[src/rtl/spi_pkg.sv]
// Shared types and constants for the SPI byte receiver.
package spi_pkg;

    localparam int SPI_BYTE_W = 8;

    typedef enum logic {
        IDLE  = 1'b0,
        SHIFT = 1'b1
    } spi_state_t;

endpackage

[src/rtl/sync_bit.sv]
// Multi-flop synchronizer for one asynchronous pin, with a selectable reset level.
module sync_bit #(
    parameter int   STAGES    = 2,
    parameter logic RESET_VAL = 1'b0
) (
    input  logic clk,
    input  logic rst,
    input  logic d,
    output logic q
);

    logic [STAGES-1:0] ff;

    always_ff @(posedge clk) begin
        if (rst) begin
            ff <= {STAGES{RESET_VAL}};
        end else begin
            ff <= {ff[STAGES-2:0], d};
        end
    end

    assign q = ff[STAGES-1];

endmodule

[src/rtl/spi_byte_rx.sv]
// SPI mode-0 receive-only slave: oversamples the pins in the clk domain and
// assembles MSB-first bytes, strobing each completed byte and frame boundary.
//
// state | meaning
// IDLE  | CS_N inactive (or not yet seen falling); SCLK rises ignored
// SHIFT | inside a frame; each SCLK rise shifts one MOSI bit in
module spi_byte_rx
    import spi_pkg::*;
#(
    parameter int SYSTEM_CLOCK = 50000000,
    parameter int SYNC_STAGES  = 2
) (
    input  logic                  clk,
    input  logic                  rst,
    input  logic                  sclk,
    input  logic                  mosi,
    input  logic                  cs_n,
    output logic [SPI_BYTE_W-1:0] rx_data,
    output logic                  rx_valid,
    output logic                  frame_start,
    output logic                  frame_end,
    output logic                  frame_err,
    output logic                  busy
);

    if (SYNC_STAGES < 2 || SYNC_STAGES > 4) begin : g_bad_sync
        $error("spi_byte_rx: SYNC_STAGES must be 2..4");
    end
    if (SYSTEM_CLOCK < 8) begin : g_bad_clk
        $error("spi_byte_rx: SYSTEM_CLOCK too low for any SCLK rate");
    end

    // Synchronizer pipeline fill time after reset; CS edges are masked until it expires
    // so a bus already held low at reset release does not look like a new frame.
    localparam logic [2:0] SETTLE_INIT = 3'(SYNC_STAGES + 1);

    logic sclk_s, mosi_s, cs_s;
    logic sclk_q, cs_q;
    logic [2:0] settle_cnt;
    logic edges_on, rise, cs_fall, cs_rise;

    spi_state_t            state;
    logic [2:0]            bit_cnt;
    logic [SPI_BYTE_W-2:0] shreg;

    sync_bit #(.STAGES(SYNC_STAGES), .RESET_VAL(1'b0)) u_sync_sclk (
        .clk (clk),
        .rst (rst),
        .d   (sclk),
        .q   (sclk_s)
    );

    sync_bit #(.STAGES(SYNC_STAGES), .RESET_VAL(1'b0)) u_sync_mosi (
        .clk (clk),
        .rst (rst),
        .d   (mosi),
        .q   (mosi_s)
    );

    sync_bit #(.STAGES(SYNC_STAGES), .RESET_VAL(1'b1)) u_sync_cs (
        .clk (clk),
        .rst (rst),
        .d   (cs_n),
        .q   (cs_s)
    );

    always_ff @(posedge clk) begin
        if (rst) begin
            sclk_q     <= 1'b0;
            cs_q       <= 1'b1;
            settle_cnt <= SETTLE_INIT;
        end else begin
            sclk_q <= sclk_s;
            cs_q   <= cs_s;
            if (settle_cnt != 3'd0) begin
                settle_cnt <= settle_cnt - 3'd1;
            end
        end
    end

    assign edges_on = (settle_cnt == 3'd0);
    assign rise     = sclk_s & ~sclk_q;
    assign cs_fall  = edges_on & ~cs_s & cs_q;
    assign cs_rise  = edges_on & cs_s & ~cs_q;

    always_ff @(posedge clk) begin
        if (rst) begin
            state       <= IDLE;
            bit_cnt     <= 3'd0;
            shreg       <= '0;
            rx_data     <= '0;
            rx_valid    <= 1'b0;
            frame_start <= 1'b0;
            frame_end   <= 1'b0;
            frame_err   <= 1'b0;
        end else begin
            rx_valid    <= 1'b0;
            frame_start <= 1'b0;
            frame_end   <= 1'b0;
            frame_err   <= 1'b0;
            if (state == IDLE) begin
                if (cs_fall) begin
                    state       <= SHIFT;
                    bit_cnt     <= 3'd0;
                    shreg       <= '0;
                    frame_start <= 1'b1;
                end
            end else begin
                // CS edge takes priority over a coincident SCLK rise; that bit is dropped.
                if (cs_rise) begin
                    state     <= IDLE;
                    frame_end <= 1'b1;
                    frame_err <= (bit_cnt != 3'd0);
                end else if (rise) begin
                    shreg   <= {shreg[SPI_BYTE_W-3:0], mosi_s};
                    bit_cnt <= bit_cnt + 3'd1;
                    if (bit_cnt == 3'd7) begin
                        rx_data  <= {shreg, mosi_s};
                        rx_valid <= 1'b1;
                    end
                end
            end
        end
    end

    assign busy = (state == SHIFT);

endmodule

[config.mk]
export PLATFORM = sky130hd
export DESIGN_NAME = spi_byte_rx
export DESIGN_NICKNAME = d
export VERILOG_FILES = /design/src/rtl/spi_pkg.sv /design/src/rtl/sync_bit.sv /design/src/rtl/spi_byte_rx.sv
export SDC_FILE = /design/constraint.sdc
export NUM_CORES = 1
export LEC_CHECK = 0
export CORE_MARGIN = 10
export CORE_UTILIZATION = 56
export DETAILED_ROUTE_END_ITERATION = 16
export PLACE_DENSITY = 0.79
export SYNTH_ARGS = -nofsm -noshare
export SYNTH_HDL_FRONTEND = slang
export SYNTH_SLANG_ARGS = --single-unit
[constraint.sdc]
create_clock -name clk -period 4.6 [get_ports clk]
set_input_delay 0.46 -clock clk [delete_from_list [all_inputs] [get_ports clk]]
set_output_delay 0.46 -clock clk [all_outputs]
set_load 0.02 [all_outputs]
==> summary.txt, run 1 <==
CTS
  • CTS root buffer: clkbuf_4
  • Gates resized, CTS repair: 0
  • Worst skew pair latency: 310 ps
  • Clock transition at the registers of the reported paths: 100 ps
  • Hold Buf Count CTS: 0
  • CTS Sinks: 34
  • CTS H-tree lvls: 2
  • Clk buf depth: 2
  • CTS tree: built
  • Setup bufs post-CTS: 0
  • Clock buffers created by TritonCTS: 5

Critical path
  • WP buf/inv: 1
  • Slowest-stage cell, CP: or4b_4
  • Setup CP Type: flop to flop
  • Kind of cell adding the most delay to the critical path: simple AND/OR/NAND/NOR gates
  • Slowest stage delay, CP: 590 ps
  • R2R depth: 6
  • Critical path fanouts, max: 12
  • WP data arrival: 2180 ps
  • Crit-path cells: inv_1 > ha_1 > nand2b_1 > or4b_4 > and2_1 > a31o_1
  • Worst path required time: 4820 ps
  • Startpoint class of the critical path: flop
  • CP endpoint kind: flop
  • Crit. path cell count: 6

GRT
  • All-layer global routing usage: 0.108
  • Antenna violations before repair: 0
  • First-pass GRT wire length: 3750 um
  • Number of global-route vias before repair: 888
  • Largest net degree at the start of global routing: 24
  • Grt ovf: 0

Detailed routing
  • Remaining antenna violation count: 0
  • Wire per inst: 12.1 um
  • DRC Markers: 0
  • Final wirelength: 2130 um
  • DR iter-0 viols: 31
  • Vias/cell: 5.37
  • Via count: 940
  • 1st-pass router iterations: 4

STA
  • Post-route minimum period: 1960 ps
  • Pin slew with the least headroom to its limit: 711 ps
  • Max Fclk: 509 MHz
  • Relative slew slack: 0.524
  • Total negative slack: 0 ps
  • Clk_skew: 7.74 ps
  • Slew Limit Fails: 0
  • Fin crit share: 0.427
  • Endpoints failing setup: 0
  • RSZ-0062 raised after global routing: false
  • Final Hold Vio Count: 0
  • Setup slack after layout: 2640 ps

Min path
  • Worst min path class: flop to flop
  • Worst Hold Depth: 1

Yosys
  • Yosys top cell by area: dfxtp_1
  • Cells after Synth: 130
  • Synth Warn #: 0
  • Netlist cell types: 25
  • Syn_area_per_cell: 9.63 sq um
  • Top_reg_cell synth: dfxtp_1
  • Register area share after synthesis: 0.543
  • Share of synthesized registers carrying an async set or reset: 0
  • Top cells by area, synth: dfxtp_1 (54%), mux2i_1 (6.4%), ha_1 (5.0%), nand4_1 (5.0%), nand2_1 (4.2%)
  • Synthesis-stage register bit count: 34
  • Syn_nets: 140
  • Post-synth top area share: 0.543
  • Post-Syn Area: 0.00125 sq mm
  • Number of synthesized flops with an enable pin: 0

Floorplanning
  • Num rows: 17
  • Core Footprint: 0.00217 sq mm
  • Initial Util: 0.577
  • Die Y: 67.3 um
  • DIE AREA: 0.00453 sq mm
  • Die width: 67.3 um
  • Io pins: 18

Power and ir drop
  • Static leakage: 0.609 nW
  • PwrDens: 339 mW/mm^2
  • Worst VDD drop: 0.255 mV
  • Combinational share of power: 0.062
  • Seq pwr share: 0.613
  • P_int: 0.390 mW
  • Switching Power: 0.110 mW
  • Clock power frac: 0.325
  • Sw frac: 0.221

Place
  • Cells after DPL: 167
  • DP Worst Slack: 2370 ps
  • Number of port buffers: 17
  • Cell Area, Placed: 0.00142 sq mm
  • Routability cong.: 0.822
  • Placed wire-length estimate: 1560 um

Cells and area
  • Non-Filler Instances: 175
  • # diodes: 0
  • Fill cells: 193
  • Share of layout cells above drive strength 1: 0.0748
  • Final Util: 0.682
  • Area grow syn2layout: 18.1%
  • Final Instance Area: 0.00148 sq mm
  • # nets final: 156

Job
  • Max Cap Viol: 0

Run status
  • Outcome: finished, final reports clean
-- cells by family (layout without fill, tap and decap cells) --
family / after synthesis / in the layout / share of synthesized area
AND/OR/NAND/NOR: 55 / 55 / 0.232
flip-flops: 34 / 34 / 0.543
buffers and inverters: 14 / 31 / 0.0489
AO/OA/AOI/OAI: 13 / 13 / 0.0549
multiplexers: 8 / 8 / 0.0639
adder cells (fa/ha/maj): 5 / 5 / 0.0500
XOR/XNOR: 1 / 1 / 0.00699
-- worst reg2reg max path, stage by stage (launching register included) --
cell and delay, ps:
dfxtp_1 330, inv_1 70, ha_1 200, nand2b_1 130
or4b_4 590, and2_1 290, a31o_1 250
-- routing by layer --
layer  vias to the layer above  share of wire  GRT usage
li1                        470              -          -
met1                       445           0.41      0.111
met2                        23           0.49      0.180
met3                         2          0.089     0.0446
met4                         0          0.012     0.0692
met5                         -              0          0
-- Yosys cell counts, drive strengths merged, types with 3 or more instances --
| library cell | number |
|---|---|
| ha | 5 |
| buf | 3 |
| inv | 6 |
| or2 | 3 |
| clkbuf | 5 |
| mux2i | 8 |
| o21ai | 10 |
| nand2 | 14 |
| nor2 | 12 |
| nor2b | 8 |
| nand4 | 10 |
| dfxtp | 34 |
-- per-stage QoR --
step | hold WS [ps] | total power [mW]
3_5_place_dp | 406 | 0.345
5_1_grt | 440 | 0.526
4_1_cts | 426 | 0.507
3_3_place_gp | 398 | 0.343
6_report | 423 | 0.501
2_1_floorplan | 389 | 0.336
-- flip-flops by register name, summed over array words and instances, names as in the netlist, 2 cells and up --
name	count
u_sync_cs.ff	2
shreg	7
settle_cnt	3
u_sync_sclk.ff	2
u_sync_mosi.ff	2
bit_cnt	3
rx_data	8
-- path summary, 6_finish.rpt --
path                                                  from                          to  slack (ps)
worst max-delay path            settle_cnt[0]$_SDFFE_PP1P_     bit_cnt[0]$_SDFFE_PP0P_        2640
worst min-delay path            u_sync_cs.ff[0]$_SDFF_PP1_  u_sync_cs.ff[1]$_SDFF_PP1_         420
worst max register to register  settle_cnt[0]$_SDFFE_PP1P_     bit_cnt[0]$_SDFFE_PP0P_        2640
worst min register to register  u_sync_cs.ff[0]$_SDFF_PP1_  u_sync_cs.ff[1]$_SDFF_PP1_         420
-- power groups by stage --
stage               Combinational (mW)  Sequential, mW  Clock (mW)
finish                          0.0311           0.307       0.163
global route                    0.0354           0.308       0.182
CTS                             0.0317           0.307       0.168
detailed placement              0.0315           0.314           0
global placement                0.0296           0.313           0
floorplan                       0.0233           0.313           0
-- placed cells by master, fill, tap and decap left out, drive strengths merged, types with 2 or more instances in the layout --
cell type      instances
ha                     5
clkbuf                 7
nor2b                  8
dfxtp                 34
nand4                 10
nand2                 14
or2                    3
mux2i                  8
nor2                  12
o21ai                 10
clkdlybuf4s50         17
nor3                   2
inv                    6
a21oi                  2
-- final cells by class --
type,instances,area (sq um),area share
Tap cell,28,35.0,0.0237
Sequential cell,34,681,0.460
Multi-Input combinational cell,82,510,0.345
Clock inverter,1,5.00,0.00338
Inverter,6,22.5,0.0152
Timing Repair Buffer,17,170,0.115
Clock buffer,7,55.1,0.0372
Note: power is estimated with default switching activity, not from simulation.
==> inputs of run 2 (changes only) <==
--- a/config.mk
+++ b/config.mk
@@ -5,10 +5,11 @@
 export SDC_FILE = /design/constraint.sdc
 export NUM_CORES = 1
 export LEC_CHECK = 0
+export CORE_ASPECT_RATIO = 0.5
 export CORE_MARGIN = 10
-export CORE_UTILIZATION = 56
+export CORE_UTILIZATION = 47
 export DETAILED_ROUTE_END_ITERATION = 16
-export PLACE_DENSITY = 0.79
+export PLACE_DENSITY = 0.7
 export SYNTH_ARGS = -nofsm -noshare
 export SYNTH_HDL_FRONTEND = slang
 export SYNTH_SLANG_ARGS = --single-unit
==> constraint.sdc (replaced) <==
create_clock -name clk -period 1.79 [get_ports clk]
set_input_delay 0.179 -clock clk [delete_from_list [all_inputs] [get_ports clk]]
set_output_delay 0.179 -clock clk [all_outputs]
set_load 0.02 [all_outputs]
==> run 2 against run 1 <==
Net effect:
- core utilization down 6.5 points
- highest routed layer unchanged
- largest power group unchanged
- clock-buffer cell count stayed put
- combinational power grew to 2.9 times the previous value
- global-route usage fell by 0.78 points
- worst setup slack got worse by 2500 ps
- final area increased by 7.1%
- first-iteration DRC count up 90%
- non-clock buffer count rose by 8
- via count increased by 0.43%
==> summary.txt, run 2 (synthesis gave the netlist of run 1 again) <==
Critical path
  • CP endpoint kind: flop
  • Slowest stage delay, CP: 480 ps (-110 ps)
  • WP buf/inv: 1 (unchanged)
  • Setup CP Type: flop to flop
  • Critical path fanouts, max: 10 (-2)
  • WP data arrival: 1840 ps (-340 ps)
  • Worst path required time: 1970 ps (-2850 ps)
  • Terminus of the critical flop-to-flop path: bit_cnt[0]$_SDFFE_PP0P_
  • CP Capture Point: bit_cnt[0]$_SDFFE_PP0P_
  • Startpoint class of the critical path: flop
  • FF-to-FF Start: settle_cnt[0]$_SDFFE_PP1P_
  • Crit. path cell count: 6 (unchanged)
  • Crit-path cells: inv_1 > ha_1 > nand2b_1 > or4b_4 > and2_4 > a31o_1
  • R2r setup slk: 130 ps (-2510 ps)
  • CP Launch Point: settle_cnt[0]$_SDFFE_PP1P_
  • R2R depth: 6 (unchanged)
  • Kind of cell adding the most delay to the critical path: simple AND/OR/NAND/NOR gates
  • Slowest-stage cell, CP: or4b_4

CTS
  • CTS Sinks: 34 (unchanged)
  • Clock buffers created by TritonCTS: 5 (unchanged)
  • Worst skew pair latency: 290 ps (-20 ps)
  • Setup bufs post-CTS: 0 (unchanged)
  • Clock transition at the registers of the reported paths: 70 ps (-30 ps)
  • Clk buf depth: 2 (unchanged)
  • CTS root buffer: clkbuf_8
  • CTS tree: built
  • Hold Buf Count CTS: 0 (unchanged)
  • CTS H-tree lvls: 2 (unchanged)

Power and ir drop
  • Static leakage: 0.662 nW (+8.8%)
  • Worst VDD drop: 0.733 mV (+190%)
  • PwrDens: 914 mW/mm^2 (+170%)
  • Total power: 1.45 mW (+190%)

Cells and area
  • Commonest cells after routing, fill and taps aside: dfxtp_1 (34), clkdlybuf4s50_1 (17), nand2_1 (14)
  • Final Util: 0.616 (-0.0653)
  • Largest Register: rx_data
  • Non-Filler Instances: 192 (+9.7%)
  • Largest register FFs: 8 (unchanged)
  • # diodes: 0 (unchanged)
  • Commonest non-fill, non-tap cell in the layout: dfxtp_1
  • Final Instance Area: 0.00158 sq mm (+7.1%)
  • Area grow syn2layout: 26.5%
  • # nets final: 164 (+5.1%)
  • Share of layout cells above drive strength 1: 0.129 (+0.0542)
  • Largest registers: rx_data: 8 flops, shreg: 7 flops

Floorplanning
  • Die width: 93.0 um (+38%)
  • Num rows: 13 (-4)
  • Io pins: 18 (unchanged)
  • Die Y: 56.5 um (-16%)
  • DIE AREA: 0.00525 sq mm (+16%)
  • Core Footprint: 0.00257 sq mm (+18%)
  • Initial Util: 0.487 (-0.0899)

Detailed routing
  • DRC Markers: 0 (unchanged)
  • Vias/cell: 4.92 (-8.5%)
  • Remaining antenna violation count: 0 (unchanged)
  • 1st-pass router iterations: 4 (unchanged)
  • DR iter-0 viols: 59 (+90%)
  • Via count: 944 (+0.43%)
  • Final wirelength: 2300 um (+8.3%)
  • Wire per inst: 12.0 um (-1.3%)

Place
  • Cell Area, Placed: 0.00149 sq mm (+5.0%)
  • Placed wire-length estimate: 1650 um (+5.5%)
  • Cells after DPL: 184 (+10%)
  • Number of port buffers: 17 (unchanged)
  • Routability cong.: 0.772 (-6.1%)
  • DP Worst Slack: 32.4 ps (-2340 ps)

Job
  • Max Cap Viol: 0 (unchanged)

STA
  • Endpoints failing setup: 0 (unchanged)
  • Post-route minimum period: 1660 ps (-304 ps)
  • Setup slack after layout: 130 ps (-2510 ps)
  • Pin slew with the least headroom to its limit: 400 ps (-311 ps)
  • Relative slew slack: 0.733 (+0.209)
  • Clk_skew: 5.68 ps (-2.06 ps)
  • Slew Limit Fails: 0 (unchanged)
  • Max Fclk: 602 MHz (+18%)
  • Final Hold Vio Count: 0 (unchanged)
  • Final Hold Slack: 417 ps (-6.42 ps)
  • Total negative slack: 0 ps (unchanged)
  • Fin crit share: 0.927 (+0.500)
  • RSZ-0062 raised after global routing: false

GRT
  • First-pass GRT wire length: 4200 um (+12%)
  • Number of global-route vias before repair: 929 (+4.6%)
  • Largest net degree at the start of global routing: 14 (-42%)
  • Grt ovf: 0 (unchanged)
  • Antenna violations before repair: 0 (unchanged)
  • All-layer global routing usage: 0.100 (-0.00779)

Run status
  • Outcome: finished, final reports clean

Min path
  • Worst min path class: flop to flop
run 2: area by class of cell:
type                       count  area (sq um)
tap                           37          46.3
clock inverter                 1          5.00
sequential                    34           681
timing repair buffer          25           230
inverter                       6          22.5
multi-input combinational     82           513
clock buffer                   7          86.3
fill                         242           986
run 2: worst register-to-register path, cell delays in order (launching register included):
cell,delay (ps)
dfxtp_1,320
inv_1,80
ha_1,190
nand2b_1,80
or4b_4,480
and2_4,200
a31o_1,210
run 2: power breakdown:
group / total, mW / internal (mW) / switching (mW) / leakage [nW]
Sequential: 0.788 / 0.778 / 0.0105 / 0.276
Clock: 0.568 / 0.310 / 0.259 / 0.0482
Combinational: 0.0908 / 0.0431 / 0.0477 / 0.338
run 2: per-layer routing:
metal / track usage / up-vias / wire length [um]
li1: - / 480 / -
met1: 0.110 / 437 / 1100
met2: 0.152 / 20 / 974
met3: 0.0570 / 7 / 180
met4: 0.0524 / 0 / 49
met5: 0 / - / 0
run 2: worst min path at each step:
stage	cells past startpoint	end	slack, ps	start
final	1	u_sync_cs.ff[1]$_SDFF_PP1_	420	u_sync_cs.ff[0]$_SDFF_PP1_
after global routing	1	u_sync_cs.ff[1]$_SDFF_PP1_	430	u_sync_cs.ff[0]$_SDFF_PP1_
after CTS	1	u_sync_cs.ff[1]$_SDFF_PP1_	420	u_sync_cs.ff[0]$_SDFF_PP1_
after detailed placement	1	u_sync_cs.ff[1]$_SDFF_PP1_	410	u_sync_cs.ff[0]$_SDFF_PP1_
after global placement	1	u_sync_cs.ff[1]$_SDFF_PP1_	400	u_sync_cs.ff[0]$_SDFF_PP1_
after floorplan	1	u_sync_cs.ff[0]$_SDFF_PP1_	280	cs_n
run 2: what timing repair did:
action | in CTS | in global routing
endpoints found under the setup margin | 0 | 2
gates resized for setup | 0 | 2
hold endpoints to repair | 0 | 0
